===== src/rtl/rtc_pkg.sv =====
// Shared field widths, limits and time record for the hh:mm:ss real-time clock.
package rtc_pkg;
    localparam int HH_W = 5;
    localparam int MS_W = 6;
    localparam logic [HH_W-1:0] MAX_HH = 5'd23;
    localparam logic [MS_W-1:0] MAX_MS = 6'd59;

    typedef struct packed {
        logic [HH_W-1:0] hh;
        logic [MS_W-1:0] mm;
        logic [MS_W-1:0] ss;
    } rtc_time_t;

    function automatic logic time_legal(input rtc_time_t t);
        return (t.hh <= MAX_HH) && (t.mm <= MAX_MS) && (t.ss <= MAX_MS);
    endfunction
endpackage


===== src/rtl/rtc_prescaler.sv =====
// Divides clk down to a one-cycle tick every TICKS_PER_SEC running cycles.
module rtc_prescaler #(
    parameter int TICKS_PER_SEC = 50_000_000,
    parameter int PRESC_W       = 26
) (
    input  logic clk,
    input  logic rst,
    input  logic run,
    input  logic clear,
    output logic tick
);
    localparam logic [PRESC_W-1:0] LAST = PRESC_W'(TICKS_PER_SEC - 1);

    logic [PRESC_W-1:0] count;

    assign tick = run && (count == LAST);

    always_ff @(posedge clk) begin
        if (rst || clear) count <= '0;
        else if (tick)    count <= '0;
        else if (run)     count <= count + PRESC_W'(1);
    end
endmodule


===== src/rtl/rtc_hms_alarm.sv =====
// hh:mm:ss timebase with validated load, hh:mm alarm (sticky irq) and 12-hour view.
module rtc_hms_alarm
    import rtc_pkg::*;
#(
    parameter int TICKS_PER_SEC = 50_000_000,
    parameter int PRESC_W       = 26
) (
    input  logic            clk,
    input  logic            rst,
    input  logic            run,
    input  logic            load_valid,
    input  logic [HH_W-1:0] load_hh,
    input  logic [MS_W-1:0] load_mm,
    input  logic [MS_W-1:0] load_ss,
    output logic            load_err,
    input  logic            alarm_en,
    input  logic [HH_W-1:0] alarm_hh,
    input  logic [MS_W-1:0] alarm_mm,
    input  logic            alarm_ack,
    output logic            alarm_irq,
    output logic [HH_W-1:0] hh,
    output logic [MS_W-1:0] mm,
    output logic [MS_W-1:0] ss,
    output logic [3:0]      hh12,
    output logic            pm,
    output logic            sec_tick,
    output logic            day_tick
);
    rtc_time_t cur, nxt, ld, alm;
    logic      tick, load_ok, day_wrap, match;

    assign ld      = {load_hh, load_mm, load_ss};
    assign alm     = {alarm_hh, alarm_mm, 6'd0};
    assign load_ok = load_valid && time_legal(ld);

    rtc_prescaler #(
        .TICKS_PER_SEC(TICKS_PER_SEC),
        .PRESC_W      (PRESC_W)
    ) u_presc (
        .clk  (clk),
        .rst  (rst),
        .run  (run),
        .clear(load_ok),
        .tick (tick)
    );

    always_comb begin
        nxt      = cur;
        day_wrap = (cur.ss == MAX_MS) && (cur.mm == MAX_MS) && (cur.hh == MAX_HH);
        if (cur.ss != MAX_MS) begin
            nxt.ss = cur.ss + 6'd1;
        end else begin
            nxt.ss = '0;
            if (cur.mm != MAX_MS) begin
                nxt.mm = cur.mm + 6'd1;
            end else begin
                nxt.mm = '0;
                nxt.hh = (cur.hh == MAX_HH) ? '0 : cur.hh + 5'd1;
            end
        end
    end

    // Only a counted second can hit the alarm; a load that lands on it does not.
    assign match = tick && !load_ok && alarm_en && time_legal(alm) && (nxt == alm);

    always_ff @(posedge clk) begin
        if (rst) begin
            cur       <= '0;
            sec_tick  <= 1'b0;
            day_tick  <= 1'b0;
            load_err  <= 1'b0;
            alarm_irq <= 1'b0;
        end else begin
            sec_tick <= tick && !load_ok;
            day_tick <= tick && !load_ok && day_wrap;
            load_err <= load_valid && !load_ok;
            if (load_ok)   cur <= ld;
            else if (tick) cur <= nxt;
            if (match)          alarm_irq <= 1'b1;
            else if (alarm_ack) alarm_irq <= 1'b0;
        end
    end

    assign hh = cur.hh;
    assign mm = cur.mm;
    assign ss = cur.ss;
    assign pm = (cur.hh >= 5'd12);

    always_comb begin
        hh12 = 4'(cur.hh);
        if (cur.hh == 5'd0)      hh12 = 4'd12;
        else if (cur.hh > 5'd12) hh12 = 4'(cur.hh - 5'd12);
    end
endmodule

===== config.mk =====
export PLATFORM = sky130hd
export DESIGN_NAME = rtc_hms_alarm
export DESIGN_NICKNAME = d
export VERILOG_FILES = /design/src/rtl/rtc_pkg.sv /design/src/rtl/rtc_prescaler.sv /design/src/rtl/rtc_hms_alarm.sv
export SDC_FILE = /design/constraint.sdc
export NUM_CORES = 1
export LEC_CHECK = 0
export BUFFER_PORTS_ARGS = -buffer_cell sky130_fd_sc_hd__buf_2
export CAP_MARGIN = 15
export CORE_ASPECT_RATIO = 0.9
export CORE_MARGIN = 8
export CORE_UTILIZATION = 55
export CTS_BUF_LIST = sky130_fd_sc_hd__clkbuf_8
export CTS_CLUSTER_DIAMETER = 120
export DETAILED_ROUTE_END_ITERATION = 6
export PLACE_DENSITY = 0.81
export SLEW_MARGIN = 20
export SYNTH_ARGS = -nofsm -noshare
export SYNTH_HDL_FRONTEND = slang
export SYNTH_SLANG_ARGS = --single-unit
export TNS_END_PERCENT = 1

===== constraint.sdc =====
create_clock -name clk -period 4.4 [get_ports clk]
set_input_delay 0.44 -clock clk [delete_from_list [all_inputs] [get_ports clk]]
set_output_delay 0.44 -clock clk [all_outputs]
set_load 0.1 [all_outputs]

== After elaboration in Yosys (flattened, before gate mapping) ==
Index checks and enable logic that the tools add are counted.
Storage, ports and cells
  register bits after elaboration: 47
  output and inout port bits: 26
  logic and storage cells: 57
Operators by class
  $add $sub $neg: 5
  magnitude comparators: 7
  eq/ne operators: 7
  multiplexer cells: 11
  reductions and logical operators: 19
Operator list (count)
  $mux W17: 2
  $add A26 B1 Y26 const B: 1
  $eq A26 B26 Y1 const B: 1
  $le A6 B6 Y1 const B: 3
  $eq A17 B17 Y1: 1
  $logic_and A1 B1 Y1: 13
  $add A6 B1 Y6 const B: 2
  $eq A6 B6 Y1 const B: 2
  $mux W6: 2
  $ne A6 B6 Y1 const B: 2
  $mux W11: 1
  $le A5 B5 Y1 const B: 2
  $mux W5: 2
  $mux W4: 2
  $add A5 B1 Y5 const B: 1
  $eq A5 B5 Y1 const B: 1
  $ge A5 B4 Y1 const B: 1
  $gt A5 B4 Y1 const B: 1
  $logic_not A5 Y1: 1
  $reduce_bool A2 Y1: 2
  $sub A4 B4 Y4 const B: 1
  $mux W1: 2
  $reduce_or A2 Y1: 1
  $logic_not A1 Y1: 1
  $logic_or A1 B1 Y1: 1

== Logic depth before layout (Yosys ltp) ==
  depth after elaboration: 10
  gate-level depth with buffers: 10
  depth with buffers taken out: 9

== Modules after synthesis ==
A second synthesis with hierarchy kept.
Unflattened totals
  cells, all modules: 424
  area total of the unflattened synthesis: 3345.7 um^2
Modules (own cells, without submodules)
  rtc_hms_alarm: times used 1, cells an instance 282, area an instance 2038.2 um^2, sequential area each 420.4 um^2
  rtc_prescaler: times used 1, cells an instance 142, area an instance 1307.5 um^2, sequential area each 520.5 um^2

== Worst setup path after synthesis ==
Ideal clock, no wire load.
  kind: register to output
  start point: register cur (netlist bit hh[2])
  end point: output hh12[3]
  arrival: 3338 ps
  required time: 3960 ps
  slack: 622 ps
  stages on the path, launching flop included: 8
  buffers on the path: 1
  cells stage by stage: dfxtp_1 clkbuf_1 inv_1 ha_1 inv_1 a31oi_1 a21oi_1 a21oi_1
On the way
  cells in the longest elaborated chain, start to end: 3
  elaborated cells between the ends (all ways): 5
  those cells by class: add/sub (1); order compare (1); mux (2); reduce/logical (1)
Ends and longest elaborated chain
  start: declaration: line rtc_hms_alarm.sv:29  | rtc_time_t cur, nxt, ld, alm;
  start signal: assignment: line rtc_hms_alarm.sv:77  | if (load_ok) cur <= ld;
  start signal: assignment: line rtc_hms_alarm.sv:78  | else if (tick) cur <= nxt;
  $sub A4 B4 Y4 / $gt A5 B4 Y1 (equally long branches): line rtc_hms_alarm.sv:92  | else if (cur.hh > 5'd12) hh12 = 4'(cur.hh - 5'd12);
  $mux W4: line rtc_hms_alarm.sv:92
  $mux W4 *: line rtc_hms_alarm.sv:91  | if (cur.hh == 5'd0) hh12 = 4'd12;
  end: declaration: line rtc_hms_alarm.sv:24  | output logic [3:0] hh12,
Mark *: on every way between the ends. The rest lies on a longest branch, timed or not.

== Worst setup path in the final report ==
  start point: register cur (netlist bit ss[0])
  end point: register alarm_irq
On the way
  cells in the longest elaborated chain, start to end: 5
  elaborated cells between the ends (all ways): 8
  those cells by class: add/sub (1); eq/ne (2); mux (3); reduce/logical (2)
Ends and longest elaborated chain
  $add A6 B1 Y6 / $ne A6 B6 Y1 (equally long branches): line rtc_hms_alarm.sv:51, rtc_hms_alarm.sv:50
  $mux W6 / $mux W11 (equally long branches): line rtc_hms_alarm.sv:50  | if (cur.ss != MAX_MS) begin
  $eq A17 B17 Y1 *: line rtc_hms_alarm.sv:64  | assign match = tick && !load_ok && alarm_en && time_legal(alm) && (nxt == alm);
  $logic_and A1 B1 Y1 *: line rtc_hms_alarm.sv:64
  $mux W1 / $reduce_bool A2 Y1 (equally long branches)
  end signal: assignment: line rtc_hms_alarm.sv:72  | alarm_irq <= 1'b0;
  end signal: assignment: line rtc_hms_alarm.sv:79  | if (match) alarm_irq <= 1'b1;
  end signal: assignment: line rtc_hms_alarm.sv:80  | else if (alarm_ack) alarm_irq <= 1'b0;
  end: declaration: line rtc_hms_alarm.sv:20  | output logic alarm_irq,
Marked as above.
A chain may end at the register's enable or synchronous reset.

==> summary.txt <==
Logic synthesis
  • Mapped Area: just over 3000 sq um
  • Yosys top cell area share: 0.3018
  • Yosys warns: 0
  • Ys async rst share: 0
  • Synth Net Count: about 450
  • Post-synth EDFFs: 0
  • Synth area leader: dfxtp_1
  • Gate Count Post-Synth: between 400 and 500
  • Synth Register Bits: 47
  • Netlist cell types: 64
  • Avg Inst Size Synth: between 7 and 8 sq um
  • Sequential area share after synthesis: 0.3018
  • Top cells by area, synth: dfxtp_1 30%, nor2_1 7.2%, xor2_1 6.7%
  • Most used DFF post-synth: dfxtp_1

Timing
  • Endpoints failing hold: 0
  • Worst Setup Slack, final: 1.481 ns
  • Tcrit/Tclk final: 0.6634
  • Highest Clock Rate: 0.3426 GHz
  • Final min period: between 2 and 3 ns
  • Final setup vio count: 0
  • Slew Viols, Final: 0
  • Slew @ Worst Pin: roughly 0.8 ns
  • RSZ-0062 raised after global routing: false
  • Fin Setup TNS: 0 ns
  • Slew headroom: 0.4578
  • Skew final: ~0.017 ns

Place
  • Port bufs: slightly below 60
  • Pre-CTS setup slack: around 1.5 ns
  • GPL Wtd Cong: about 0.91
  • Detailed Place HPWL: ~6400 microns

Pwr
  • Clock group share of total power: 0.266
  • Share of power burned in registers: 0.449
  • Sw Share: 0.4025
  • Comb power frac: 0.285
  • Leak: 1.390 nW
  • Internal power: 0.6374 mW
  • Total Power: about 1.1 mW
  • Worst vdd ir: about 0.19 mV
  • Psw: about 0.43 mW
  • Power Density: 304.0 nW/um^2

Detailed routing
  • Vias per inst: 6.108
  • DRT Wirelength: between 8000 and 9000 microns
  • Final antenna-violating net count: 0
  • Initial DRT Pass Iterations: 5
  • Residual DRC: 0
  • Via Count: 3170
  • Drt first-iter violations: about 260
  • WL per Instance: approximately 17 microns

Clock tree
  • Post-CTS Setup Inserts: 0
  • Htree depth: 2
  • CTS Sinks: 47
  • # hold bufs at CTS: 0
  • Clock transition at path regs: around 0.10 ns
  • CTS buffer count: 5
  • Clk root buf: clkbuf_8
  • Post-cts resize count: 0
  • Clk_lat worst skew: between 0.3 and 0.4 ns
  • CTS tree: built
  • Maximum buffer depth of the clock tree: 2

Outcome
  • Outcome: finished, final reports clean

Worst setup path
  • CP arrival: between 3 and 4 ns
  • CP cell instances: ha_1 -> nand4_4 -> nor4_4 -> or3b_1 -> o211ai_1 -> o2111ai_1 -> nor4_1 -> a31o_1
  • CP delay by family, top: simple AND/OR/NAND/NOR gates
  • Worst path max stage delay: about 0.66 ns
  • Crit-path max FO: 14
  • Bufs and invs on worst path: 0
  • Worst setup SP type: flip-flop
  • Setup Crit Path Kind: flip-flop to flip-flop
  • Critical Path Slowest Stage Cell: nor4_4
  • Crit path required time: approximately 4.7 ns
  • Critical path endpoint category: flip-flop

GRT
  • Largest net degree at the start of global routing: 33
  • Total congestion overflow: 0
  • Initial antenna violation count: 0
  • First-pass GRT wire length: 13810 microns
  • Vias in the first global route: approximately 2900
  • All-Layer GR Usage: 0.2096

Cells and area
  • P&R area growth vs syn: 12.56%
  • # fillers: 516
  • # diodes: 0
  • Fraction of layout cells with a size suffix above 1: 0.1804
  • Final nets: approximately 490

Job
  • Max-cap violation count: 0

Die
  • Initial core utilization: 0.5605
  • Site row count: 26
  • Die area: 8338 sq um
  • Die width: 95.37 microns
  • # IOs: 60
  • Die Height: between 80 and 90 microns
  • Placeable Area: 5563 sq um

Hold path
  • Worst Hold Class: primary input to flip-flop
-- metal layers --
| metal | share of wire | GRT usage | vias to the layer above |
|---|---|---|---|
| li1 | - | - | 1544 |
| met1 | 0.46 | 0.2835 | 1485 |
| met2 | 0.44 | 0.3103 | 125 |
| met3 | 0.082 | 0.05517 | 16 |
| met4 | 0.020 | 0.07082 | 0 |
| met5 | 0 | 0 | - |
-- Yosys cell counts (3+ instances only) --
library cell   n
xor2_1        24
clkbuf_1      12
o21a_1         3
a31oi_1        8
and3_1         9
nand2b_1       4
a21oi_1       16
ha_1           9
nor3_1        15
nor2b_1        5
o2111ai_1      3
and4_1         5
inv_1         11
nand2_1       44
o21ai_0        8
o211ai_1       4
nand4_1       11
a311oi_1       8
and2_1         4
nor4_1         8
nand3_1       18
dfxtp_1       47
a211oi_1       9
xnor2_1       11
buf_2          7
nor2_1        60
-- power by group through the flow --
stage | sequential, mW | clock (mW) | combinational (mW)
floorplan | 0.562 | 0 | 0.160
global placement | 0.485 | 0 | 0.300
detailed placement | 0.487 | 0 | 0.302
CTS | 0.477 | 0.283 | 0.303
global route | 0.482 | 0.301 | 0.321
finish | 0.479 | 0.284 | 0.304
-- cells in the final DEF, fill, tap and decap left out, types with 6 or more instances in the layout --
cell type / n
nor2_1: 60
nor4_1: 7
nand4_1: 11
nand3_1: 18
and3_1: 9
buf_2: 59
xor2_1: 24
a211oi_1: 9
xnor2_1: 11
a311oi_1: 8
a21oi_1: 16
dfxtp_1: 47
a31oi_1: 8
inv_1: 12
nor3_1: 15
clkbuf_8: 6
o21ai_0: 8
nand2_1: 43
ha_1: 9
-- worst min-delay path, delay by kind of cell --
kind	cells	cell delay, ns
and+or+nand+nor	1	0.05
buffers and inverters	2	0.17
-- registers in the layout, indices dropped and copies added (netlist names) --
register and flops:
alarm_irq 1, day_tick 1, hh 5, load_err 1, mm 6, sec_tick 1, ss 6, u_presc.count 26
-- per-stage QoR --
stage / instance area [sq um] / instances / hold WS, ns / utilization
after floorplan: 3118 / 403 / 0.4717 / -
after global placement: 3412 / 511 / 0.4943 / 0.6134
after detailed placement: 3412 / 511 / 0.5123 / 0.6134
after CTS: 3507 / 519 / 0.3863 / 0.6305
after global routing: 3510 / 519 / 0.4021 / 0.6309
final: 3510 / 519 / 0.4000 / 0.6309
-- cells by family (layout without fill, tap and decap cells) --
logic type,after synthesis,after routing,share of synthesized area
compound gates,74,74,0.1669
xor+xnor,35,35,0.09831
fa+ha+maj,9,9,0.03612
buf+inv,33,79,0.04615
flops,47,47,0.3018
mux,2,2,0.006822
simple gates,203,203,0.3439
-- final timing paths --
kind / endpoint / from / depth (start not counted) / slack (ns)
setup / recovery: alarm_irq$_SDFFE_PP0P_ / ss[0]$_SDFFE_PP0P_ / 8 / 1.48
hold reg to reg: u_presc.count[6]$_SDFFE_PP0P_ / u_presc.count[6]$_SDFFE_PP0P_ / 2 / 0.53
hold / removal: load_err$_SDFF_PP0_ / load_valid / 3 / 0.40
setup reg to reg: alarm_irq$_SDFFE_PP0P_ / ss[0]$_SDFFE_PP0P_ / 8 / 1.48
-- cell type report --
| type | count | area [sq um] | area share |
|---|---|---|---|
| Clock buffer | 6 | 82.58 | 0.02353 |
| Tap cell | 70 | 87.58 | 0.02496 |
| Multi-Input combinational cell | 323 | 2042 | 0.5818 |
| Inverter | 11 | 41.29 | 0.01176 |
| Sequential cell | 47 | 940.9 | 0.2681 |
| Timing Repair Buffer | 60 | 302.8 | 0.08627 |
| Clock inverter | 2 | 12.51 | 0.003565 |
No activity file was read; power rests on OpenSTA's default activity.
